**src/rtl/coherence_ctrl.sv**
```systemverilog
// -----------------------------------------------------------------------------
// coherence_ctrl
//
// Bus/coherence controller between two cores' L1 caches (icache + dcache each)
// and one shared RAM port. It arbitrates instruction fetches, dcache
// write-backs and coherent dcache block reads. It snoops the other core's
// dcache and sequences cache-to-cache transfers. During such a transfer the
// supplied block is written back to RAM at the same time.
//
// Handshake: a cache raises a request (iREN / dREN / dWEN / cctrans) and holds
// it, together with its address and data, until the matching iwait/dwait bit
// drops low. A low wait bit lasts exactly one cycle and means "this word is
// done". Each dcache block is two words. The cache presents the second word's
// address after the first wait pulse.
//
// Ports (index [i] = core i, j = ~i is the other core):
//   CLK, nRST            clock, async active-low reset
//   iREN, iaddr          fetch request / address          (in)
//   iwait, iload         fetch stall / data               (out)
//   dREN, dWEN           dcache read / write-back request (in)
//   daddr, dstore        dcache word address / store data (in)
//   cctrans, ccwrite     coherent request / exclusive-or-modified flag (in)
//   dwait, dload         data stall / read data           (out)
//   ccwait, ccinv        snoop active / invalidate        (out)
//   ccsnoopaddr          snoop address                    (out)
//   ramREN, ramWEN       RAM read / write strobes         (out)
//   ramaddr, ramstore    RAM address / write data         (out)
//   ramload, ramstate    RAM read data / status (10 = ACCESS) (in)
//   fsm_state            current controller state, for observation (out)
// -----------------------------------------------------------------------------
module coherence_ctrl #(
  parameter int CPUS = 2
) (
  input  logic                      CLK,
  input  logic                      nRST,
  input  logic [CPUS-1:0]           iREN,
  input  logic [CPUS-1:0][31:0]     iaddr,
  output logic [CPUS-1:0]           iwait,
  output logic [CPUS-1:0][31:0]     iload,
  input  logic [CPUS-1:0]           dREN,
  input  logic [CPUS-1:0]           dWEN,
  input  logic [CPUS-1:0][31:0]     daddr,
  input  logic [CPUS-1:0][31:0]     dstore,
  input  logic [CPUS-1:0]           cctrans,
  input  logic [CPUS-1:0]           ccwrite,
  output logic [CPUS-1:0]           dwait,
  output logic [CPUS-1:0][31:0]     dload,
  output logic [CPUS-1:0]           ccwait,
  output logic [CPUS-1:0]           ccinv,
  output logic [CPUS-1:0][31:0]     ccsnoopaddr,
  output logic                      ramREN,
  output logic                      ramWEN,
  output logic [31:0]               ramaddr,
  output logic [31:0]               ramstore,
  input  logic [31:0]               ramload,
  input  logic [1:0]                ramstate,
  output logic [3:0]                fsm_state
);

  localparam logic [3:0] S_IDLE   = 4'd0;
  localparam logic [3:0] S_IFETCH = 4'd1;
  localparam logic [3:0] S_WB0    = 4'd2;
  localparam logic [3:0] S_WB1    = 4'd3;
  localparam logic [3:0] S_SNOOP  = 4'd4;
  localparam logic [3:0] S_SNPCHK = 4'd5;
  localparam logic [3:0] S_C2C0   = 4'd6;
  localparam logic [3:0] S_C2C1   = 4'd7;
  localparam logic [3:0] S_RAMRD0 = 4'd8;
  localparam logic [3:0] S_RAMRD1 = 4'd9;
  localparam logic [3:0] S_INV    = 4'd10;

  localparam logic [1:0] RAM_ACCESS = 2'b10;

  logic [3:0]      state, state_next;
  logic            g;          // granted core, held for the whole transaction
  logic            j;          // the other core
  logic            dprio;      // core that wins the next data tie
  logic            iprio;      // core that wins the next fetch tie
  logic [CPUS-1:0] dreq;
  logic            dwin, iwin, win;
  logic            grant_d, grant_i;
  logic            access;

  assign j         = ~g;
  assign access    = (ramstate == RAM_ACCESS);
  assign dreq      = dREN | dWEN | cctrans;
  assign fsm_state = state;

  // A lone requester wins outright. On a tie the priority pointer decides.
  assign dwin = (dreq[0] & dreq[1]) ? dprio : dreq[1];
  assign iwin = (iREN[0] & iREN[1]) ? iprio : iREN[1];

  // Next-state and grant logic
  always_comb begin
    state_next = state;
    grant_d    = 1'b0;
    grant_i    = 1'b0;
    win        = g;
    case (state)
      S_IDLE: begin
        if (|dreq) begin
          grant_d = 1'b1;
          win     = dwin;
          if (dWEN[dwin] & ~cctrans[dwin])
            state_next = S_WB0;
          else if (cctrans[dwin])
            state_next = S_SNOOP;
          else
            // A plain non-coherent read has no snoop. It goes straight to RAM,
            // so it cannot stall arbitration forever.
            state_next = S_RAMRD0;
        end else if (|iREN) begin
          grant_i    = 1'b1;
          win        = iwin;
          state_next = S_IFETCH;
        end
      end
      S_IFETCH: if (access) state_next = S_IDLE;
      S_WB0:    if (access) state_next = S_WB1;
      S_WB1:    if (access) state_next = S_IDLE;
      S_SNOOP:  state_next = S_SNPCHK;
      S_SNPCHK: begin
        // Upgrade: the requester has no read, so only invalidation is needed.
        if (~dREN[g])
          state_next = S_INV;
        else if (ccwrite[j])
          state_next = S_C2C0;
        else
          state_next = S_RAMRD0;
      end
      S_C2C0:   if (access) state_next = S_C2C1;
      S_C2C1:   if (access) state_next = S_IDLE;
      S_RAMRD0: if (access) state_next = S_RAMRD1;
      S_RAMRD1: if (access) state_next = S_IDLE;
      S_INV:    state_next = S_IDLE;
      default:  state_next = S_IDLE;
    endcase
  end

  always_ff @(posedge CLK or negedge nRST) begin
    if (!nRST) begin
      state <= S_IDLE;
      g     <= 1'b0;
      dprio <= 1'b0;
      iprio <= 1'b0;
    end else begin
      state <= state_next;
      if (grant_d | grant_i) g <= win;
      if (grant_d) dprio <= ~win;
      if (grant_i) iprio <= ~win;
    end
  end

  // Output decode
  always_comb begin
    iwait       = '1;
    dwait       = '1;
    ccwait      = '0;
    ccinv       = '0;
    ccsnoopaddr = '0;
    ramREN      = 1'b0;
    ramWEN      = 1'b0;
    ramaddr     = '0;
    ramstore    = '0;
    for (int k = 0; k < CPUS; k++) begin
      iload[k] = ramload;
      dload[k] = ramload;
    end
    case (state)
      S_IFETCH: begin
        ramREN  = 1'b1;
        ramaddr = iaddr[g];
        if (access) iwait[g] = 1'b0;
      end
      S_WB0, S_WB1: begin
        ramWEN   = 1'b1;
        ramaddr  = daddr[g];
        ramstore = dstore[g];
        if (access) dwait[g] = 1'b0;
      end
      S_SNOOP, S_SNPCHK: begin
        ccwait[j]      = 1'b1;
        ccsnoopaddr[j] = daddr[g];
        ccinv[j]       = ccwrite[g];
      end
      S_C2C0, S_C2C1: begin
        // The snooped cache supplies the block. The same word goes to RAM and
        // to the requester, and both caches step forward on the ACCESS cycle.
        ccwait[j] = 1'b1;
        ramWEN    = 1'b1;
        ramaddr   = daddr[j];
        ramstore  = dstore[j];
        dload[g]  = dstore[j];
        if (access) begin
          dwait[g] = 1'b0;
          dwait[j] = 1'b0;
        end
      end
      S_RAMRD0, S_RAMRD1: begin
        ramREN  = 1'b1;
        ramaddr = daddr[g];
        if (access) dwait[g] = 1'b0;
      end
      S_INV: dwait[g] = 1'b0;
      default: ;
    endcase
  end

endmodule

```
**config.mk**
```make
export PLATFORM = sky130hd
export DESIGN_NAME = coherence_ctrl
export DESIGN_NICKNAME = d
export VERILOG_FILES = /design/src/rtl/coherence_ctrl.sv
export SDC_FILE = /design/constraint.sdc
export NUM_CORES = 1
export LEC_CHECK = 0
export ABC_AREA = 1
export CELL_PAD_IN_SITES_DETAIL_PLACEMENT = 1
export CELL_PAD_IN_SITES_GLOBAL_PLACEMENT = 2
export CORE_UTILIZATION = 13
export CTS_CLUSTER_DIAMETER = 50
export DETAILED_ROUTE_END_ITERATION = 8
export GPL_TIMING_DRIVEN = 1
export PLACE_DENSITY = 0.95
export SLEW_MARGIN = 20
export SYNTH_ARGS = -nofsm -noshare
export SYNTH_HDL_FRONTEND = slang
export SYNTH_SLANG_ARGS = --single-unit
```
**constraint.sdc**
```tcl
create_clock -name CLK -period 3.34 [get_ports CLK]
set_input_delay 0.668 -clock CLK [delete_from_list [all_inputs] [get_ports CLK]]
set_output_delay 0.668 -clock CLK [all_outputs]
set_load 0.1 [all_outputs]
```
==> summary.md <==
| Metric | Value |
|---|---|
| Setup bufs post-CTS | `0` |
| Mux share of post-synthesis cell area | `0` |
| Drt via density | `4.369` |
| WS Path Type | `reg2out` |
| Residual DRC count | `0` |
| Hold WC Path Type | `reg2reg` |
| PortBufs | `507` |
| DR pass1 iterations | `4` |
| CTS tree | `built` |
| ANT cells | `0` |
| Switching share of power | `0.6742` |
| CP startpoint | `fsm_state[3]` |
| Clock sink total | `7` |
| Die height | `196.3 µm` |
| Switching pwr | `8.332 mW` |
| Clock Latency Late Sink | `0.24 ns` |
| Die area | `38540 µm²` |
| Mapped Avg Cell Area | `5.781 µm²` |
| Synth Area in Adders | `0` |
| Part of the power in combinational logic | `0.965` |
| Largest net degree at the start of global routing | `63` |
| DRT Wirelength | `33.16 mm` |
| Worst hold slack | `0.5172 ns` |
| Yosys reg bits | `7` |
| Skew final | `0.0005215 ns` |
| Xor and xnor area share after synthesis | `0` |
| Startpoint Class | `register` |
| GR Overflow Total | `0` |
| Max Slew Vio Count | `0` |
| Pwr per Cell Area | `974.4 nW/µm²` |
| CTS resizes | `0` |
| Int Power | `4.026 mW` |
| Detailed router's first-iteration violation count | `227` |
| R2R Setup Slk | `1.45 ns` |
| Synth Area in Simple Gates | `0.3352` |
| Status | `complete, no violations` |
| P_leak | `5.302 nW` |
| Share of cells above drive strength 1 | `0.4257` |
| Syn Nets | `1087` |
| Finished Cell Area | `12680 µm²` |
| Vias in the first global route | `8283` |
| Area growth, synth to finish | `158.4%` |
| Setup crit end kind | `output pin` |
| Worst Path Max Fanout | `36` |
| Compound-Gate Fraction of Synth Area | `0.3650` |
| Vias | `7702` |
| Most frequent cells in the layout | `clkdlybuf4s50_1, buf_12, nand2_1` |
| HP Start | `iprio` |
| Hpwl dp | `27.52 mm` |
| Gr usage total | `0.1628` |
| Seq/Total Area, Yosys | `0.03569` |
| Commonest non-fill, non-tap cell in the layout | `clkdlybuf4s50_1` |
| Hold Buf Count CTS | `0` |
| Fillers | `4290` |
| Clk slew on worst S/H paths | `0.04 ns` |
| Initial antenna violation count | `0` |
| Root buffer cell | `clkbuf_16` |
| Setup TNS | `0 ns` |
| Hold depth | `2` |
| R2R Path End | `fsm_state[2]` |
| Worst EP required | `2.67 ns` |
| RePlAce Congestion | `0.8362` |
| Final core utilization | `0.3440` |
| H-tree depth | `1` |
| Worst VDD drop | `0.0007166 V` |
| Cell area after placement | `12600 µm²` |
| Routed WL per cell | `18.81 µm` |
| WP data arrival | `2.40 ns` |
| Ports | `508` |
| Post-route minimum period | `3.070 ns` |
| Initial Util | `0.1331` |
| CTS max path bufs | `2` |
| MaxCap Viol Count | `0` |
| Setup repair after global routing missed its margin | `no` |
| Fin nets | `1498` |
| Worst reg-to-reg path cell count | `10` |
| Hold endpoint | `iprio` |
| Max-Slew Margin vs Limit | `0.6361` |
| YS warnings | `0` |
| Fmax | `0.3258 GHz` |
| Tcrit/Tclk final | `0.9190` |
| Final hold vios | `0` |
| Main combinational cell family by area after synthesis | `compound AO/OA/AOI/OAI gates` |
| Wire length of the first global-routing pass | `48.90 mm` |
| Post-synthesis cell count | `849` |
| Clock power share | `0.017` |
| Post-synth cell types | `38` |
| Die W | `196.3 µm` |
| Core region area | `36870 µm²` |
| CTS buffer count | `3` |
| Slew @ Worst Pin | `0.5374 ns` |
| Seq pwr share | `0.018` |
| FP Rows | `70` |
| Worst r2r src | `g` |
| Final setup violation count | `0` |
| Post-synthesis cell area | `4908 µm²` |
| Post-route ant nets | `0` |
==> area by class of cell <==
cell class | instances | area, µm² | share of cell area
Clock buffer | 4 | 78.83 | 0.006215
Tap cell | 504 | 630.6 | 0.04972
Multi-Input combinational cell | 611 | 4222 | 0.3328
Timing Repair Buffer | 535 | 7174 | 0.5657
Inverter | 102 | 390.4 | 0.03078
Sequential cell | 7 | 187.7 | 0.01480
==> stage by stage <==
| stage | worst slack [ns] | instances | power, mW |
|---|---|---|---|
| floorplan | -0.5393 | 849 | 7.966 |
| global placement | 0.5770 | 1759 | 12.09 |
| detailed placement | 0.5324 | 1759 | 12.21 |
| CTS | 0.2493 | 1763 | 12.45 |
| global route | 0.1708 | 1763 | 12.77 |
| finish | 0.2705 | 1763 | 12.36 |
==> registers in the layout (all words and copies together) (netlist names) <==
| register | count |
|---|---|
| fsm_state | 4 |
| dprio | 1 |
| g | 1 |
| iprio | 1 |
==> cell usage after synthesis (all sizes together) <==
master,count,area [µm²]
or2,32,200.2
clkinv,2,10.01
buf,111,839.6
o311ai,2,17.52
a21o,1,7.510
nand2,219,939.7
o21a,1,7.510
o22ai,1,6.260
dfrtp,7,175.2
inv,100,377.9
o2111ai,32,417.9
o211ai,69,573.1
o21ai,122,640.6
o221ai,9,78.83
nand3,7,35.03
clkbuf,18,68.81
a21oi,6,30.03
nor2,77,315.3
nor3,31,155.2
a31oi,2,12.51
==> per-layer routing <==
| layer | vias up | global-route usage | routed length [µm] |
|---|---|---|---|
| met2 | 325 | 0.3176 | 18040 |
| met3 | 40 | 0.03266 | 2110 |
| met1 | 3723 | 0.1744 | 12180 |
| li1 | 3614 | - | - |
| met5 | - | 0 | 0 |
| met4 | 0 | 0.04572 | 826 |
==> logic make-up (layout without fill, tap and decap cells) <==
| family | count (synthesis) | count (layout) |
|---|---|---|
| buffers and inverters | 231 | 641 |
| flip-flops | 7 | 7 |
| AO/OA/AOI/OAI | 245 | 245 |
| AND/OR/NAND/NOR | 366 | 366 |
==> worst max-delay path: stages, from the launching register on <==
cell,delay [ns]
dfrtp_4,0.50
inv_2,0.13
nand2_4,0.10
nor2_8,0.14
nand2_4,0.16
clkinv_2,0.20
buf_12,0.27
nand2_1,0.14
o211ai_1,0.25
buf_12,0.23
==> power groups by stage <==
stage	registers (mW)	clock network (mW)	logic, mW
floorplan	0.296	0	7.67
global placement	0.223	0	11.9
detailed placement	0.227	0	12.0
CTS	0.224	0.220	12.0
global route	0.232	0.227	12.3
finish	0.222	0.216	11.9
==> worst max path at each step <==
| stage | to | slack (ns) | cells past startpoint |
|---|---|---|---|
| 4_1_cts | ramstore[9] | 0.25 | 9 |
| 3_5_place_dp | ramstore[9] | 0.53 | 9 |
| 5_1_grt | ramstore[9] | 0.17 | 9 |
| 6_report | ramstore[9] | 0.27 | 9 |
| 2_1_floorplan | ramstore[30] | -0.54 | 3 |
| 3_3_place_gp | dwait[1] | 0.58 | 7 |
Power figures use the tool's default switching activity.
